File: config.mk
export PLATFORM = sky130hd
export DESIGN_NAME = divider_nonrestoring_multi
export DESIGN_NICKNAME = d
export VERILOG_FILES = /design/src/rtl/divider_nonrestoring_multi.sv
export SDC_FILE = /design/constraint.sdc
export NUM_CORES = 1
export LEC_CHECK = 0
export ABC_AREA = 1
export ABC_CLOCK_PERIOD_IN_PS = 3200
export CAP_MARGIN = 5
export CORE_MARGIN = 1
export CORE_UTILIZATION = 57
export CTS_CLUSTER_DIAMETER = 80
export DETAILED_ROUTE_END_ITERATION = 6
export PLACE_DENSITY = 0.79
export SETUP_SLACK_MARGIN = 0.15
export SKIP_CTS_REPAIR_TIMING = 1
export SLEW_MARGIN = 20
export SYNTH_ARGS = -nofsm -noshare
export SYNTH_HDL_FRONTEND = slang
export SYNTH_SLANG_ARGS = --single-unit
File: constraint.sdc
create_clock -name CLK -period 3.2 [get_ports CLK]
set_input_delay 0.64 -clock CLK [delete_from_list [all_inputs] [get_ports CLK]]
set_output_delay 0.64 -clock CLK [all_outputs]
set_load 0.02 [all_outputs]
File: src/rtl/divider_nonrestoring_multi.sv
// Iterative non-restoring divider, unsigned or signed per operation, BITS_PER_CYCLE quotient bits per enabled clock.
// Define DIVIDER_EARLY_TERM_EN to skip leading-zero iterations of the numerator magnitude.
module divider_nonrestoring_multi #(
  parameter int DIV_NUM_BITS   = 8,
  parameter int DIV_DEN_BITS   = 8,
  parameter int BITS_PER_CYCLE = 1
) (
  input  logic                    CLK,
  input  logic                    SRST_N,
  input  logic                    CE,
  input  logic [DIV_NUM_BITS-1:0] NUMERATOR_IN,
  input  logic [DIV_DEN_BITS-1:0] DENOMINATOR_IN,
  input  logic                    SIGNED_IN,
  input  logic                    start,
  output logic                    busy,
  output logic [DIV_NUM_BITS-1:0] QUOTENT_OUT,
  output logic [DIV_DEN_BITS-1:0] REMAINDER_OUT,
  output logic                    error,
  output logic                    done
);

  localparam int NB    = DIV_NUM_BITS;
  localparam int DB    = DIV_DEN_BITS;
  localparam int ITERS = DIV_NUM_BITS / BITS_PER_CYCLE;
  localparam int CNT_W = (ITERS > 1) ? $clog2(ITERS) : 1;
  localparam logic [NB-1:0] NUM_MIN = {1'b1, {(NB-1){1'b0}}};

  generate
    if (DIV_NUM_BITS % BITS_PER_CYCLE != 0) begin : g_bad_cfg
      $fatal(1, "BITS_PER_CYCLE must divide DIV_NUM_BITS exactly");
    end
  endgenerate

  typedef enum logic [2:0] {
    S_IDLE, S_ITER, S_CORRECT, S_OUTPUT, S_ERROR, S_OVF
  } state_t;

  state_t               state_q, state_nxt;
  logic [CNT_W-1:0]     cnt_q, cnt_nxt, cnt_load;
  logic                 busy_nxt, done_nxt, error_nxt;
  logic                 load_op, step_en, corr_en, out_en, ovf_en;

  logic                 num_neg, den_neg, is_ovf;
  logic [NB-1:0]        num_mag, num_load;
  logic [DB-1:0]        den_mag;

  logic [DB-1:0]        den_q;
  logic [NB-1:0]        quo_q, quo_step, quo_fix;
  logic signed [DB:0]   prem_q, prem_step;
  logic signed [DB+1:0] prem_sh;
  logic [DB-1:0]        rem_adj, rem_fix;
  logic                 quo_neg_q, rem_neg_q;

  function automatic logic [NB-1:0] neg_quo(input logic [NB-1:0] v, input logic neg);
    return neg ? -v : v;
  endfunction

  function automatic logic [DB-1:0] neg_rem(input logic [DB-1:0] v, input logic neg);
    return neg ? -v : v;
  endfunction

  always_comb begin
    num_neg = SIGNED_IN & NUMERATOR_IN[NB-1];
    den_neg = SIGNED_IN & DENOMINATOR_IN[DB-1];
    num_mag = neg_quo(NUMERATOR_IN, num_neg);
    den_mag = neg_rem(DENOMINATOR_IN, den_neg);
    is_ovf  = SIGNED_IN && (NUMERATOR_IN == NUM_MIN) && (DENOMINATOR_IN == '1);
  end

`ifdef DIVIDER_EARLY_TERM_EN
  function automatic int count_lz(input logic [NB-1:0] v);
    int   n;
    logic found;
    n     = 0;
    found = 1'b0;
    for (int i = NB - 1; i >= 0; i--) begin
      if (!found) begin
        if (v[i]) found = 1'b1;
        else      n++;
      end
    end
    return n;
  endfunction

  int lz, skip;

  // Leading zero groups would only shift zeros through a zero remainder, so skip them.
  always_comb begin
    lz       = count_lz(num_mag);
    skip     = lz / BITS_PER_CYCLE;
    num_load = num_mag << (skip * BITS_PER_CYCLE);
    cnt_load = (skip >= ITERS) ? '0 : CNT_W'(ITERS - 1 - skip);
  end
`else
  always_comb begin
    num_load = num_mag;
    cnt_load = CNT_W'(ITERS - 1);
  end
`endif

  // Chained non-restoring steps on {partial remainder, quotient}.
  always_comb begin
    prem_step = prem_q;
    quo_step  = quo_q;
    prem_sh   = '0;
    for (int i = 0; i < BITS_PER_CYCLE; i++) begin
      prem_sh = {prem_step, quo_step[NB-1]};
      if (prem_step[DB]) prem_sh = prem_sh + $signed({2'b00, den_q});
      else               prem_sh = prem_sh - $signed({2'b00, den_q});
      prem_step = prem_sh[DB:0];
      quo_step  = {quo_step[NB-2:0], ~prem_sh[DB]};
    end
  end

  always_comb begin
    rem_adj = prem_q[DB] ? (prem_q[DB-1:0] + den_q) : prem_q[DB-1:0];
    rem_fix = neg_rem(rem_adj, rem_neg_q);
    quo_fix = neg_quo(quo_q, quo_neg_q);
  end

  always_comb begin
    state_nxt = state_q;
    cnt_nxt   = cnt_q;
    busy_nxt  = 1'b0;
    done_nxt  = 1'b0;
    error_nxt = 1'b0;
    load_op   = 1'b0;
    step_en   = 1'b0;
    corr_en   = 1'b0;
    out_en    = 1'b0;
    ovf_en    = 1'b0;
    case (state_q)
      S_IDLE: begin
        if (start) begin
          load_op = 1'b1;
          if (DENOMINATOR_IN == '0) begin
            state_nxt = S_ERROR;
            cnt_nxt   = CNT_W'(1);
          end else if (is_ovf) begin
            state_nxt = S_OVF;
            cnt_nxt   = CNT_W'(1);
          end else begin
            state_nxt = S_ITER;
            cnt_nxt   = cnt_load;
          end
        end
      end
      S_ITER: begin
        step_en  = 1'b1;
        busy_nxt = 1'b1;
        if (cnt_q == '0) state_nxt = S_CORRECT;
        else             cnt_nxt   = cnt_q - CNT_W'(1);
      end
      S_CORRECT: begin
        corr_en   = 1'b1;
        busy_nxt  = 1'b1;
        state_nxt = S_OUTPUT;
      end
      S_OUTPUT: begin
        out_en    = 1'b1;
        done_nxt  = 1'b1;
        state_nxt = S_IDLE;
      end
      // Fault states wait one extra enabled cycle before reporting.
      S_ERROR, S_OVF: begin
        if (cnt_q != '0) begin
          cnt_nxt = cnt_q - CNT_W'(1);
        end else begin
          done_nxt  = 1'b1;
          error_nxt = 1'b1;
          ovf_en    = (state_q == S_OVF);
          state_nxt = S_IDLE;
        end
      end
      default: state_nxt = S_IDLE;
    endcase
  end

  always_ff @(posedge CLK) begin
    if (!SRST_N) begin
      state_q       <= S_IDLE;
      cnt_q         <= '0;
      busy          <= 1'b0;
      done          <= 1'b0;
      error         <= 1'b0;
      QUOTENT_OUT   <= '0;
      REMAINDER_OUT <= '0;
    end else if (CE) begin
      state_q <= state_nxt;
      cnt_q   <= cnt_nxt;
      busy    <= busy_nxt;
      done    <= done_nxt;
      error   <= error_nxt;
      if (out_en) begin
        QUOTENT_OUT   <= quo_q;
        REMAINDER_OUT <= prem_q[DB-1:0];
      end else if (ovf_en) begin
        QUOTENT_OUT   <= NUM_MIN;
        REMAINDER_OUT <= '0;
      end
    end
  end

  always_ff @(posedge CLK) begin
    if (CE) begin
      if (load_op) begin
        den_q     <= den_mag;
        quo_q     <= num_load;
        prem_q    <= '0;
        quo_neg_q <= num_neg ^ den_neg;
        rem_neg_q <= num_neg;
      end else if (step_en) begin
        prem_q <= prem_step;
        quo_q  <= quo_step;
      end else if (corr_en) begin
        prem_q <= {1'b0, rem_fix};
        quo_q  <= quo_fix;
      end
    end
  end

endmodule

# After elaboration in Yosys (flattened, before gate mapping)

Index checks and enable logic that the tools add are counted.

Bits of input ports: 21
Flip-flop bits (word level): 52
Output and inout bits: 19
Word-level logic and storage cells: 92

Equal/unequal tests: 12
Multiplexer cells: 38
Bitwise operators: 4
Reductions and logical operators: 18
Add/subtract/negate cells: 8

Operators by type and width:

| operator              | number |
|---|---|
| $mux W8               | 12 |
| $neg A8 Y8            | 4 |
| $mux W3               | 10 |
| $mux W9               | 3 |
| $eq A8 B8 Y1 const B  | 2 |
| $pmux W3 S4           | 1 |
| $reduce_bool A3 Y1    | 4 |
| $mux W1               | 10 |
| $ne A2 B2 Y1 const B  | 5 |
| $add A9 B9 Y9         | 1 |
| $pmux W3 S3           | 1 |
| $sub A9 B9 Y9         | 1 |
| $add A8 B8 Y8         | 1 |
| $logic_not A8 Y1      | 1 |
| $eq A3 B2 Y1 const B  | 2 |
| $eq A3 B3 Y1 const B  | 2 |
| $logic_not A3 Y1      | 2 |
| $reduce_and A2 Y1     | 3 |
| $reduce_and A5 Y1     | 1 |
| $reduce_and A4 Y1     | 1 |
| $reduce_or A2 Y1      | 2 |
| $eq A3 B1 Y1 const B  | 1 |
| $reduce_and A3 Y1     | 1 |
| $sub A3 B1 Y3 const B | 1 |
| 6 further kinds       | 8 |

# Depth between registers and ports, before layout

Depth after elaboration: 7
Gate-level depth with buffers: 15
Depth with buffers taken out: 15

# Worst setup path before layout

No wires, ideal clock.

Kind: reg-to-reg
Start point: register den_q[1]
End point: register prem_q[7] (data pin)
Period minus slack after synthesis: 2337 ps
Setup slack: 863 ps
Arrival time: 2078 ps
Path buffers: 0
Cell stages (with the launch flop): 11
Cell sequence: edfxtp_1 o31ai_1 o21ai_0 xor2_1 ha_1 nand2_1 inv_1 a221oi_1 nand3b_1 nand3_1 a21oi_1

Cells in the longest elaborated chain, start to end: 6

Ends and longest elaborated chain:

| item                   | line | RTL |
|---|---|---|
| from (decl)            | 47   | `logic [DB-1:0] den_q;` |
| from (signal assigned) | 207  | `den_q <= den_mag;` |
| $add A8 B8 Y8          | 116  | `rem_adj = prem_q[DB] ? (prem_q[DB-1:0] + den_q) : prem_q[DB-1:0];` |
| $mux W8                | 116  |  |
| $neg A8 Y8             | 59   | `return neg ? -v : v;` |
| $mux W8                | 59   |  |
| $mux W9                | 215  | `end else if (corr_en) begin` |
| $mux W9 (*)            | 212  | `end else if (step_en) begin` |
| to (signal assigned)   | 213  | `prem_q <= prem_step;` |
| to (signal assigned)   | 216  | `prem_q <= {1'b0, rem_fix};` |
| to (decl)              | 49   | `logic signed [DB:0] prem_q, prem_step;` |

Every way passes the cells marked *; elsewhere a longest branch is shown, timed or not. The select of a mux whose other input is x is not followed.
A chain may end at the register's enable or synchronous reset.

# Worst setup path after layout

Start point: register den_q[1]
End point: register prem_q[5] (data pin)

The elaborated chain is that of the path after synthesis.

==> flow_summary.ini <==
[run_status]
outcome = finished clean

[timing]
slew_headroom_pct = 54.4
finalSetupTns_ns = 0
min_period_over_period_pct = 83.2
fin_ws_ns = 0.538
hold_viol_final = 0
rsz0062_at_grt = no
fin_crit_ns = 2.66
finalSetupViolCount = 0
drv_slew = 0
worst_slew_pin_slew_ns = 0.682
max_freq_ghz = 0.376
finClkSkew_ns = 0.0104
whs_ns = 0.471

[job]
max_cap_viol_count = 0

[cts]
cts_tree = done
cts-buffers-inserted = 5
clk_latency_ns = 0.31
htreeDepth = 2
cts.sinks = 52
clock_path_buffers = 2
cts-root-buf = clkbuf_8
clk_pin_slew_ns = 0.11

[power]
power.leakage_nw = 1.83
intPower_mw = 1.21
p_sw_mw = 0.741
clkPwrFrac_pct = 20.4
combPwrFrac_pct = 36.4
power_density_nw_per_um2 = 459
netSwitchingFraction_pct = 38.1
seqPwrFrac_pct = 43.2
peakVddDrop_mv = 0.360

[yosys]
synth_top_area_share_pct = 22.0
ys_types = 38
synth_area_leaders = edfxtp_1 22%, dfxtp_1 14%, nand2_1 11%
syn_inst = 506
synth_seq_area_share_pct = 35.6
netlist_area_um2 = 3690
synth.avg_cell_area_um2 = 7.29
yosys_warnings = 0
syn-num-nets = 552
synth_seq_cells = 52
synth_top_area_cell = edfxtp_1

[layout]
synthToLayoutAreaGrowth_pct = 15.1
ff_latch_area_um2 = 1310
nNetsFinal = 591
drive_above_1_share_pct = 4.76
nFillCells = 548
multi_input_area_um2 = 2050
antenna_cells = 0
design_area_um2 = 4240
final_cells = 621

[routing]
wl_um = 8720
ant_nets = 0
firstDrtPassIters = 5
wl_per_cell_um = 14.0
drt_iter0_drc = 279
vias = 3544
drcViolationCount = 0
viasPerCell = 5.71

[placement]
io_buffers = 39
gp_congestion = 0.889
place_hpwl_um = 7010
dp.cells = 613
postPlaceCellArea_um2 = 4150
dp_slack_ns = 0.466

[floorplanning]
die_h_um = 82.4
io_pins = 40
start_util_pct = 60.5
die_w_um = 82.4
core_um2 = 6100
rows = 28
die_area_um2 = 6790

[critical_path]
critPathMaxFanout = 4
reg2reg_depth = 14
cp-end-kind = flop
crit_type = flop to flop
r2r_start = den_q[1]
worstSetupStartpointType = flop
reg2reg_to = prem_q[5]
crit_arrival_ns = 2.82
crit_end = prem_q[5]
crit_start = den_q[1]
rrSetupSlack_ns = 0.54
cp.required_ns = 3.35

[grt]
first_global_vias = 3003
grt_overflow = 0
grt_max_degree = 19
grt_pass1_wl_um = 13700
grt_usage_pct = 27.0
antenna_found_initial = 0

[hold_path]
hold_class = flop to flop
## synth_stat cells (all sizes together)
cell type / instances
a21o: 1
a21oi: 46
a221oi: 1
a31oi: 6
buf: 4
clkbuf: 7
clkinv: 2
dfxtp: 25
edfxtp: 27
fa: 2
ha: 23
inv: 69
nand2: 107
nand3: 53
nand3b: 5
nand4: 4
nor2: 40
nor3: 13
nor3b: 1
nor4: 1
o211ai: 3
o21ai: 36
o221ai: 4
o22ai: 2
o31ai: 1
or2: 3
xnor2: 1
xor2: 19
## sequential cells by signal, summed over array words and instances, names as in the netlist, 3 cells and up
register	count
QUOTENT_OUT	8
quo_q	8
REMAINDER_OUT	8
den_q	8
state_q	3
cnt_q	3
prem_q	9
## worst max-delay path, cell delays in order (launching register included)
cell	delay, ns
edfxtp_1	0.50
inv_1	0.13
ha_1	0.16
inv_1	0.06
nor2_1	0.18
o22ai_1	0.13
ha_1	0.35
a21oi_1	0.16
nand2_1	0.12
nand2_1	0.08
nand2_1	0.05
a21oi_1	0.15
xor2_1	0.20
nand2_1	0.07
a21oi_1	0.18
## through the flow
stage	utilization, %	total power, mW
global placement	68.0	1.53
finish	69.6	1.95
global route	69.6	2.08
detailed placement	68.0	1.55
CTS	69.6	1.95
floorplan	-	1.36
## power by group through the flow
stage / combinational [mW] / clock (mW) / sequential, mW
final: 0.709 / 0.397 / 0.841
after global routing: 0.807 / 0.429 / 0.847
after CTS: 0.702 / 0.405 / 0.839
after detailed placement: 0.699 / 0 / 0.854
after global placement: 0.682 / 0 / 0.853
after floorplan: 0.533 / 0 / 0.829
## metal layers
layer / GRT usage [%] / vias to the layer above / wire length (um)
met1: 33.7 / 1615 / 3750
li1: - / 1783 / -
met4: 7.72 / 0 / 208
met2: 48.4 / 126 / 4250
met3: 3.30 / 20 / 512
met5: 0 / - / 0
## worst min path at each step
stage	start	to	slack [ns]	cells past startpoint
final	QUOTENT_OUT[4]	QUOTENT_OUT[4]	0.47	2
after CTS	REMAINDER_OUT[4]	REMAINDER_OUT[4]	0.47	2
after global placement	cnt_q[0]	cnt_q[0]	0.45	1
after global routing	QUOTENT_OUT[3]	QUOTENT_OUT[3]	0.48	2
after floorplan	cnt_q[0]	cnt_q[0]	0.43	1
after detailed placement	REMAINDER_OUT[4]	REMAINDER_OUT[4]	0.45	2
## cells in the final DEF, fill, tap and decap left out, types with 3 or more instances in the layout
cell type and count:
nand2_1 105, inv_1 66, nand3_1 53, a21oi_1 46
clkdlybuf4s50_1 39, nor2_1 38, o21ai_0 31, edfxtp_1 27
dfxtp_1 25, ha_1 23, xor2_1 19, nor3_1 12
a31oi_1 6, nand3b_1 5, clkbuf_8 5, o221ai_1 4
nand4_1 4, buf_4 4, o211ai_1 3, o21ai_1 3
or2_2 3
## cells by family (layout without fill, tap and decap cells)
kind of cell,Yosys count,count (layout),synth area share [%]
AO/OA/AOI/OAI,100,100,14.9
adder cells (fa/ha/maj),25,25,8.89
AND/OR/NAND/NOR,227,227,27.1
flip-flops,52,52,35.6
XOR/XNOR,20,20,4.75
buffers and inverters,82,122,8.82
## layout make-up
class / instances / share of cell area (%)
multi-input cells: 372 / 48.3
flip-flops and latches: 52 / 30.9
repair buffers: 43 / 9.91
inverters: 71 / 6.37
well taps: 75 / 2.21
clock buffers: 5 / 1.62
clock inverters: 3 / 0.649
(Power assumes the default switching activity.)
